File: config.mk
export PLATFORM = sky130hd
export DESIGN_NAME = portb_uart_tx
export DESIGN_NICKNAME = d
export VERILOG_FILES = /design/src/rtl/portb_uart_tx.sv
export SDC_FILE = /design/constraint.sdc
export NUM_CORES = 1
export LEC_CHECK = 0
export ABC_AREA = 1
export BUFFER_PORTS_ARGS = -buffer_cell sky130_fd_sc_hd__clkbuf_2
export CELL_PAD_IN_SITES_DETAIL_PLACEMENT = 0
export CELL_PAD_IN_SITES_GLOBAL_PLACEMENT = 1
export CORE_UTILIZATION = 51
export DETAILED_ROUTE_END_ITERATION = 8
export GPL_ROUTABILITY_DRIVEN = 0
export PLACE_DENSITY = 0.86
export SYNTH_ARGS = -nofsm -noshare
export SYNTH_HDL_FRONTEND = slang
export SYNTH_SLANG_ARGS = --single-unit
File: constraint.sdc
create_clock -name clk -period 3.05 [get_ports clk]
set_input_delay 0.61 -clock clk [delete_from_list [all_inputs] [get_ports clk]]
set_output_delay 0.61 -clock clk [all_outputs]
set_load 0.005 [all_outputs]
File: src/rtl/portb_uart_tx.sv
// Port B change tracer: queues each new port B value and sends it as an 8N1 UART frame.
// Define PORTB_UART_PARITY_EN to insert an even-parity bit between the data and stop bits.
module portb_uart_tx #(
    parameter int CLK_DIV    = 16,
    parameter int FIFO_DEPTH = 4
) (
    input  logic       clk,
    input  logic       rst,
    input  logic [7:0] port_b_in,
    input  logic       clr_ovf,
    output logic       tx,
    output logic       busy,
    output logic       fifo_full,
    output logic       overflow
);
    localparam int PW = $clog2(FIFO_DEPTH);
    localparam int CW = PW + 1;
    localparam int BW = $clog2(CLK_DIV);
    localparam logic [BW-1:0] BAUD_MAX = BW'(CLK_DIV - 1);
    localparam logic [CW-1:0] DEPTH_C  = CW'(FIFO_DEPTH);

`ifdef PORTB_UART_PARITY_EN
    typedef enum logic [2:0] {S_IDLE, S_START, S_DATA, S_PARITY, S_STOP} state_t;
`else
    typedef enum logic [2:0] {S_IDLE, S_START, S_DATA, S_STOP} state_t;
`endif

    state_t        state;
    logic [BW-1:0] baud_cnt;
    logic [2:0]    bit_cnt;
    logic [7:0]    shift_q;
    logic [7:0]    prev_q;
    logic [7:0]    mem [FIFO_DEPTH];
    logic [PW-1:0] rd_ptr;
    logic [PW-1:0] wr_ptr;
    logic [CW-1:0] count;
    logic [CW-1:0] count_next;
    logic          push_req;
    logic          push_ok;
    logic          pop;
    logic          baud_end;

    // Space check uses the pre-edge count, so a same-edge pop never makes room for a push.
    always_comb begin
        push_req   = (port_b_in != prev_q);
        push_ok    = push_req && (count < DEPTH_C);
        pop        = (state == S_IDLE) && (count != '0);
        baud_end   = (baud_cnt == BAUD_MAX);
        count_next = count + CW'(push_ok) - CW'(pop);
    end

    always_ff @(posedge clk) begin
        if (rst) begin
            prev_q    <= 8'h00;
            rd_ptr    <= '0;
            wr_ptr    <= '0;
            count     <= '0;
            fifo_full <= 1'b0;
            overflow  <= 1'b0;
        end else begin
            prev_q    <= port_b_in;
            count     <= count_next;
            fifo_full <= (count_next == DEPTH_C);
            if (push_ok)
                wr_ptr <= wr_ptr + PW'(1);
            if (pop)
                rd_ptr <= rd_ptr + PW'(1);
            if (push_req && !push_ok)
                overflow <= 1'b1;
            else if (clr_ovf)
                overflow <= 1'b0;
        end
    end

    always_ff @(posedge clk) begin
        if (push_ok)
            mem[wr_ptr] <= port_b_in;
        if (pop)
            shift_q <= mem[rd_ptr];
    end

    // tx and busy are registered from the current state, so the line lags the FSM by one
    // cycle: the pop cycle stays high and STOP->IDLE->START leaves one idle-high cycle.
    always_ff @(posedge clk) begin
        if (rst) begin
            state    <= S_IDLE;
            baud_cnt <= '0;
            bit_cnt  <= '0;
            tx       <= 1'b1;
            busy     <= 1'b0;
        end else begin
            busy <= (state != S_IDLE) || (count != '0);
            case (state)
                S_IDLE: begin
                    tx       <= 1'b1;
                    baud_cnt <= '0;
                    bit_cnt  <= '0;
                    if (pop)
                        state <= S_START;
                end
                S_START: begin
                    tx <= 1'b0;
                    if (baud_end) begin
                        baud_cnt <= '0;
                        state    <= S_DATA;
                    end else begin
                        baud_cnt <= baud_cnt + BW'(1);
                    end
                end
                S_DATA: begin
                    tx <= shift_q[bit_cnt];
                    if (baud_end) begin
                        baud_cnt <= '0;
                        if (bit_cnt == 3'd7) begin
                            bit_cnt <= '0;
`ifdef PORTB_UART_PARITY_EN
                            state <= S_PARITY;
`else
                            state <= S_STOP;
`endif
                        end else begin
                            bit_cnt <= bit_cnt + 3'd1;
                        end
                    end else begin
                        baud_cnt <= baud_cnt + BW'(1);
                    end
                end
`ifdef PORTB_UART_PARITY_EN
                S_PARITY: begin
                    tx <= ^shift_q;
                    if (baud_end) begin
                        baud_cnt <= '0;
                        state    <= S_STOP;
                    end else begin
                        baud_cnt <= baud_cnt + BW'(1);
                    end
                end
`endif
                S_STOP: begin
                    tx <= 1'b1;
                    if (baud_end) begin
                        baud_cnt <= '0;
                        state    <= S_IDLE;
                    end else begin
                        baud_cnt <= baud_cnt + BW'(1);
                    end
                end
                default: begin
                    tx       <= 1'b1;
                    baud_cnt <= '0;
                    bit_cnt  <= '0;
                    state    <= S_IDLE;
                end
            endcase
        end
    end
endmodule

Yosys cells after proc, flatten, opt, wreduce, memory -nomap -nowiden:

Memory sizes are Yosys's and may differ from the RTL's. A register that Yosys moved wholly into a read port is not among the register bits.
Cells that the tools add are included.

* output and inout port bits: 4
* flip-flop bits (word level): 29
* logic and storage cells: 64
* RAM bits: 32
* memories: 1
* input bits: 11

* reductions and logical operators: 14
* magnitude comparators: 2
* bitwise gates (word level): 2
* muxes and demuxes: 16
* add/subtract/negate cells: 6
* equality and inequality tests: 12

Memories
* mem: words 4, bits a word 8, rd ports 1, clocked after memory_dff 1, wr ports 1, line 33 `logic [7:0] mem [FIFO_DEPTH];`

Operator list (count)
* 2-to-1 mux 3 bit: 7
* one-hot mux 3 bit (4 select lines): 1
* != test 2 bit (second input constant): 5
* != test 8 bit: 1
* == test 3 x 2 -> 1 bit (second input constant): 2
* == test 3 bit (second input constant): 2
* one-hot mux 3 bit (2 select lines): 1
* nonzero test 3 bit: 2
* OR reduction 3 bit: 2
* 2-to-1 mux 1 bit: 5
* AND reduction 5 bit: 1
* adder 2 x 1 -> 2 bit (second input constant): 2
* adder 4 x 1 -> 4 bit (second input constant): 1
* == test 4 bit (second input constant): 1
* < comparator 3 x 4 -> 1 bit (second input constant): 1
* adder 3 x 1 -> 3 bit: 1
* adder 3 x 1 -> 3 bit (second input constant): 1
* binary-select mux 1 bit (select 3 bit): 1
* == test 3 x 1 -> 1 bit (second input constant): 1
* logical AND 1 bit: 3
* zero test 3 bit: 1
* < comparator 3 bit (second input constant): 1
* subtractor 3 x 1 -> 3 bit: 1
* NOT 1 bit: 2
* 6 further kinds: 6

Logic depth before layout (Yosys ltp):

* depth after elaboration: 5
* gate-level depth with buffers: 14
* mapped depth without buffers: 14

Worst setup path before layout:

Ideal clock, no wire load.

* kind: input to register
* from: input port port_b_in[7]
* to: register fifo_full
* library setup time: 115 ps
* path slack: 805 ps
* stages on the path: 14
* buffers on the path: 0
* arrival: 2129 ps
* data required time: 2935 ps
* cells stage by stage: inv_1 > nand2_1 > nand2_1 > nand2_1 > nor2_1 > nand2_2 > nand2_2 > ha_1 > inv_1 > ha_1 > fa_1 > xor2_1 > nand2_1 > nor3_2

* cells in the longest elaborated chain, start to end: 5

Ends and longest elaborated chain
* from (decl): line 9 `input logic [7:0] port_b_in,`
* != test 8 bit: line 45 `push_req = (port_b_in != prev_q);`
* logical AND 1 bit: line 46 `push_ok = push_req && (count < DEPTH_C);`
* adder 3 x 1 -> 3 bit: line 49 `count_next = count + CW'(push_ok) - CW'(pop);`
* subtractor 3 x 1 -> 3 bit: line 49
* == test 3 bit: line 63 `fifo_full <= (count_next == DEPTH_C);`
* to (signal assigned): line 63
* to (decl): line 13 `output logic fifo_full,`

Every way passes these cells.
A chain may end at the register's enable or synchronous reset.

Final worst setup path:

* from: register state[0]
* to: register fifo_full

* cells in the longest elaborated chain, start to end: 4

Ends and longest elaborated chain
* from (decl): line 28 `state_t state;`
* from (signal assigned): line 86 `state <= S_IDLE;`
* from (signal assigned): line 99 `state <= S_START;`
* from (signal assigned): line 105 `state <= S_DATA;`
* zero test 3 bit: line 47 `pop = (state == S_IDLE) && (count != '0);`
* logical AND 1 bit: line 47
* named net pop: line 40 `logic pop;`
* subtractor 3 x 1 -> 3 bit: line 49
* named net count_next[1]: line 37 `logic [CW-1:0] count_next;`
* == test 3 bit: line 63

The timed path passes the listed nets, and every way through them passes these cells.

==> metrics.csv <==
metric;value;unit
grt_pass1_vias;1767;
hpwl;3.14;mm
cp_slowest_cell;fa_1;
grt_start_max_net_pins;21;
rsz0062_at_grt;no;
synth_cell_types;25;
start_util;54.2;%
clock-sinks;68;
fill_cells;431;
tritoncts;yes;
post-route-period-util;75.1;%
crit_type;flop to flop;
dieWidth;76.6;um
cts.reportedPaths.clkPinSlew;80;ps
synth_flop_cell;edfxtp_1;
worst_slew_pin_slew;425;ps
synthesis.area;2840;um^2
seqPwrFrac;46.8;%
dpl.cell_count;360;
min_to;baud_cnt[0];
status;completed;
worstReg2RegStart;state[0];
clk_latency;340;ps
avgViaCountPerCell;4.91;
r2r_slack;760;ps
syn_inst;276;
core;5240;um^2
die_area;5870;um^2
hold_start;baud_cnt[0];
ctsResizeCount;0;
crit_arrival;2560;ps
drive_gt1_share;15.7;%
instances_no_fill;376;
hold_class;flop to flop;
total_power;0.00296;W
fmax;437;MHz
cts_root_buf;clkbuf_8;
antenna_found_initial;0;
mostFrequentLayoutCell;nor2_1;
nNetsFinal;326;
post_cts_buffers;0;
p_clk_share;23.8;%
critPathLaunchType;flop;
m1WireLength;2.10;mm
route.detailed.drc;0;
avgSynthCellArea;10.3;um^2
grt_usage;17.3;%
ys_seq_area_share;62.1;%
antenna_left;0;
fin_skew;9.18;ps
clock_path_buffers;2;
reg2regPathDepth;9;
maxSlewHeadroom;71.7;%
ctsHtreeMaxLevel;3;
p_switching;0.000983;W
die_h;76.6;um
ys_ff_latch;68;
intPower;0.00198;W
hold_depth;1;
core.rowCount;26;
yosys_warnings;0;
hold_viol;0;
setup_viol;0;
r2r-end;fifo_full;
num_antenna_cells;0;
final_cell_mix;nor2_1, edfxtp_1, inv_1, nand2_1, dfxtp_1;
hold_buffers;0;
grt_overflow;0;
synth_edf_count;40;
leakagePower;1.33;nW
power_density;924;nW/um^2
dr_total_vias;1848;
seqCellArea;1760;um^2
power_frac_comb;29.4;%
area_delta_synth_final;12.8;%
first_pass_iters;4;
synth-async-reset-ratio;0;%
sw_frac_of_total;33.2;%
crit_path_end_kind;flop;
layout_min_cycle_time;2290;ps
numCtsBuffers;9;
ir_worst_vdd;439;uV
wire_per_inst;12.1;um
tns;0;ps
port_buffers;14;
io_pins;15;
required;3320;ps
syn_nets;301;
wl_met3;138;um
multi_input_area;896;um^2
met2_wirelength;2.20;mm
wirelength;4.53;mm
first_iter_violations;73;
cap_violations;0;
report.final.slew_viol_count;0;
maxUsedRoutingLayer;met4;
critPathMaxFanout;12;
cp_cell_sequence;inv_1, ha_1, inv_1, a31oi_4, ha_1, inv_1, ha_1, fa_1, nor3_2;
grt_first_pass_wirelength;7.59;mm
slowest_delay;450;ps
## Yosys cell counts, types with 7 or more instances
cell	count	area [um^2]
inv_1	35	131
a21oi_1	12	60.1
nand3_1	7	35.0
dfxtp_1	28	561
edfxtp_1	40	1200
nand2_1	31	116
o22ai_1	9	56.3
ha_1	13	163
inv_2	7	26.3
nor2_1	45	169
o21ai_0	20	100
## how the worst max path moves through the flow
stage,startpoint,slack (ps),endpoint
after floorplan,port_b_in[7],810,fifo_full
after global placement,port_b_in[7],530,fifo_full
after detailed placement,port_b_in[7],480,count[2]
after CTS,state[0],770,fifo_full
after global routing,state[0],560,fifo_full
final,state[0],760,fifo_full
## layout make-up
type / count / share of cell area [%]
Multi-Input combinational cell: 161 / 28.0
Clock buffer: 10 / 3.98
Inverter: 42 / 4.92
Tap cell: 70 / 2.73
Sequential cell: 68 / 55.0
Clock inverter: 6 / 2.03
Timing Repair Buffer: 19 / 3.36
## per-stage QoR
| stage | setup slack [ps] | cell area [um^2] | utilization [%] | hold WS, ps |
|---|---|---|---|---|
| 6_report | 760 | 3200 | 61.2 | 458 |
| 5_1_grt | 564 | 3200 | 61.2 | 503 |
| 4_1_cts | 768 | 3200 | 61.2 | 466 |
| 3_5_place_dp | 481 | 3010 | 57.5 | 451 |
| 3_3_place_gp | 534 | 3010 | 57.5 | 434 |
| 2_1_floorplan | 805 | 2840 | - | 418 |
## critical path, delay by kind of cell, from the launching register on
family | cells | cell delay (ps)
simple gates | 1 | 170
fa+ha+maj | 4 | 1100
compound gates | 1 | 370
flops | 1 | 330
buf+inv | 3 | 250
## flip-flops by register name (all words and copies together) (netlist names)
| signal | count |
|---|---|
| baud_cnt | 4 |
| bit_cnt | 3 |
| busy | 1 |
| count | 3 |
| fifo_full | 1 |
| mem | 32 |
| overflow | 1 |
| prev_q | 8 |
| rd_ptr | 2 |
| shift_q | 8 |
| state | 2 |
| tx | 1 |
| wr_ptr | 2 |
## cell families (layout without fill, tap and decap cells)
kind of cell	count (synthesis)	after routing	synth area share [%]
buf+inv	47	77	6.39
flops	68	68	62.1
fa+ha+maj	14	14	6.43
simple gates	91	91	13.2
compound gates	50	50	10.0
xor+xnor	6	6	1.85
## per-layer routing
layer,GRT usage [%],vias up
li1,-,965
met1,19.6,848
met2,28.7,25
met3,5.99,10
met4,8.85,0
met5,0,-
## power by group through the flow
stage	clock network [W]	registers [W]	logic (W)
finish	0.000703	0.00138	0.000870
global route	0.000762	0.00141	0.000995
CTS	0.000721	0.00139	0.000879
detailed placement	0	0.00141	0.000874
global placement	0	0.00140	0.000854
floorplan	0	0.00138	0.000648
(Power assumes the default switching activity.)
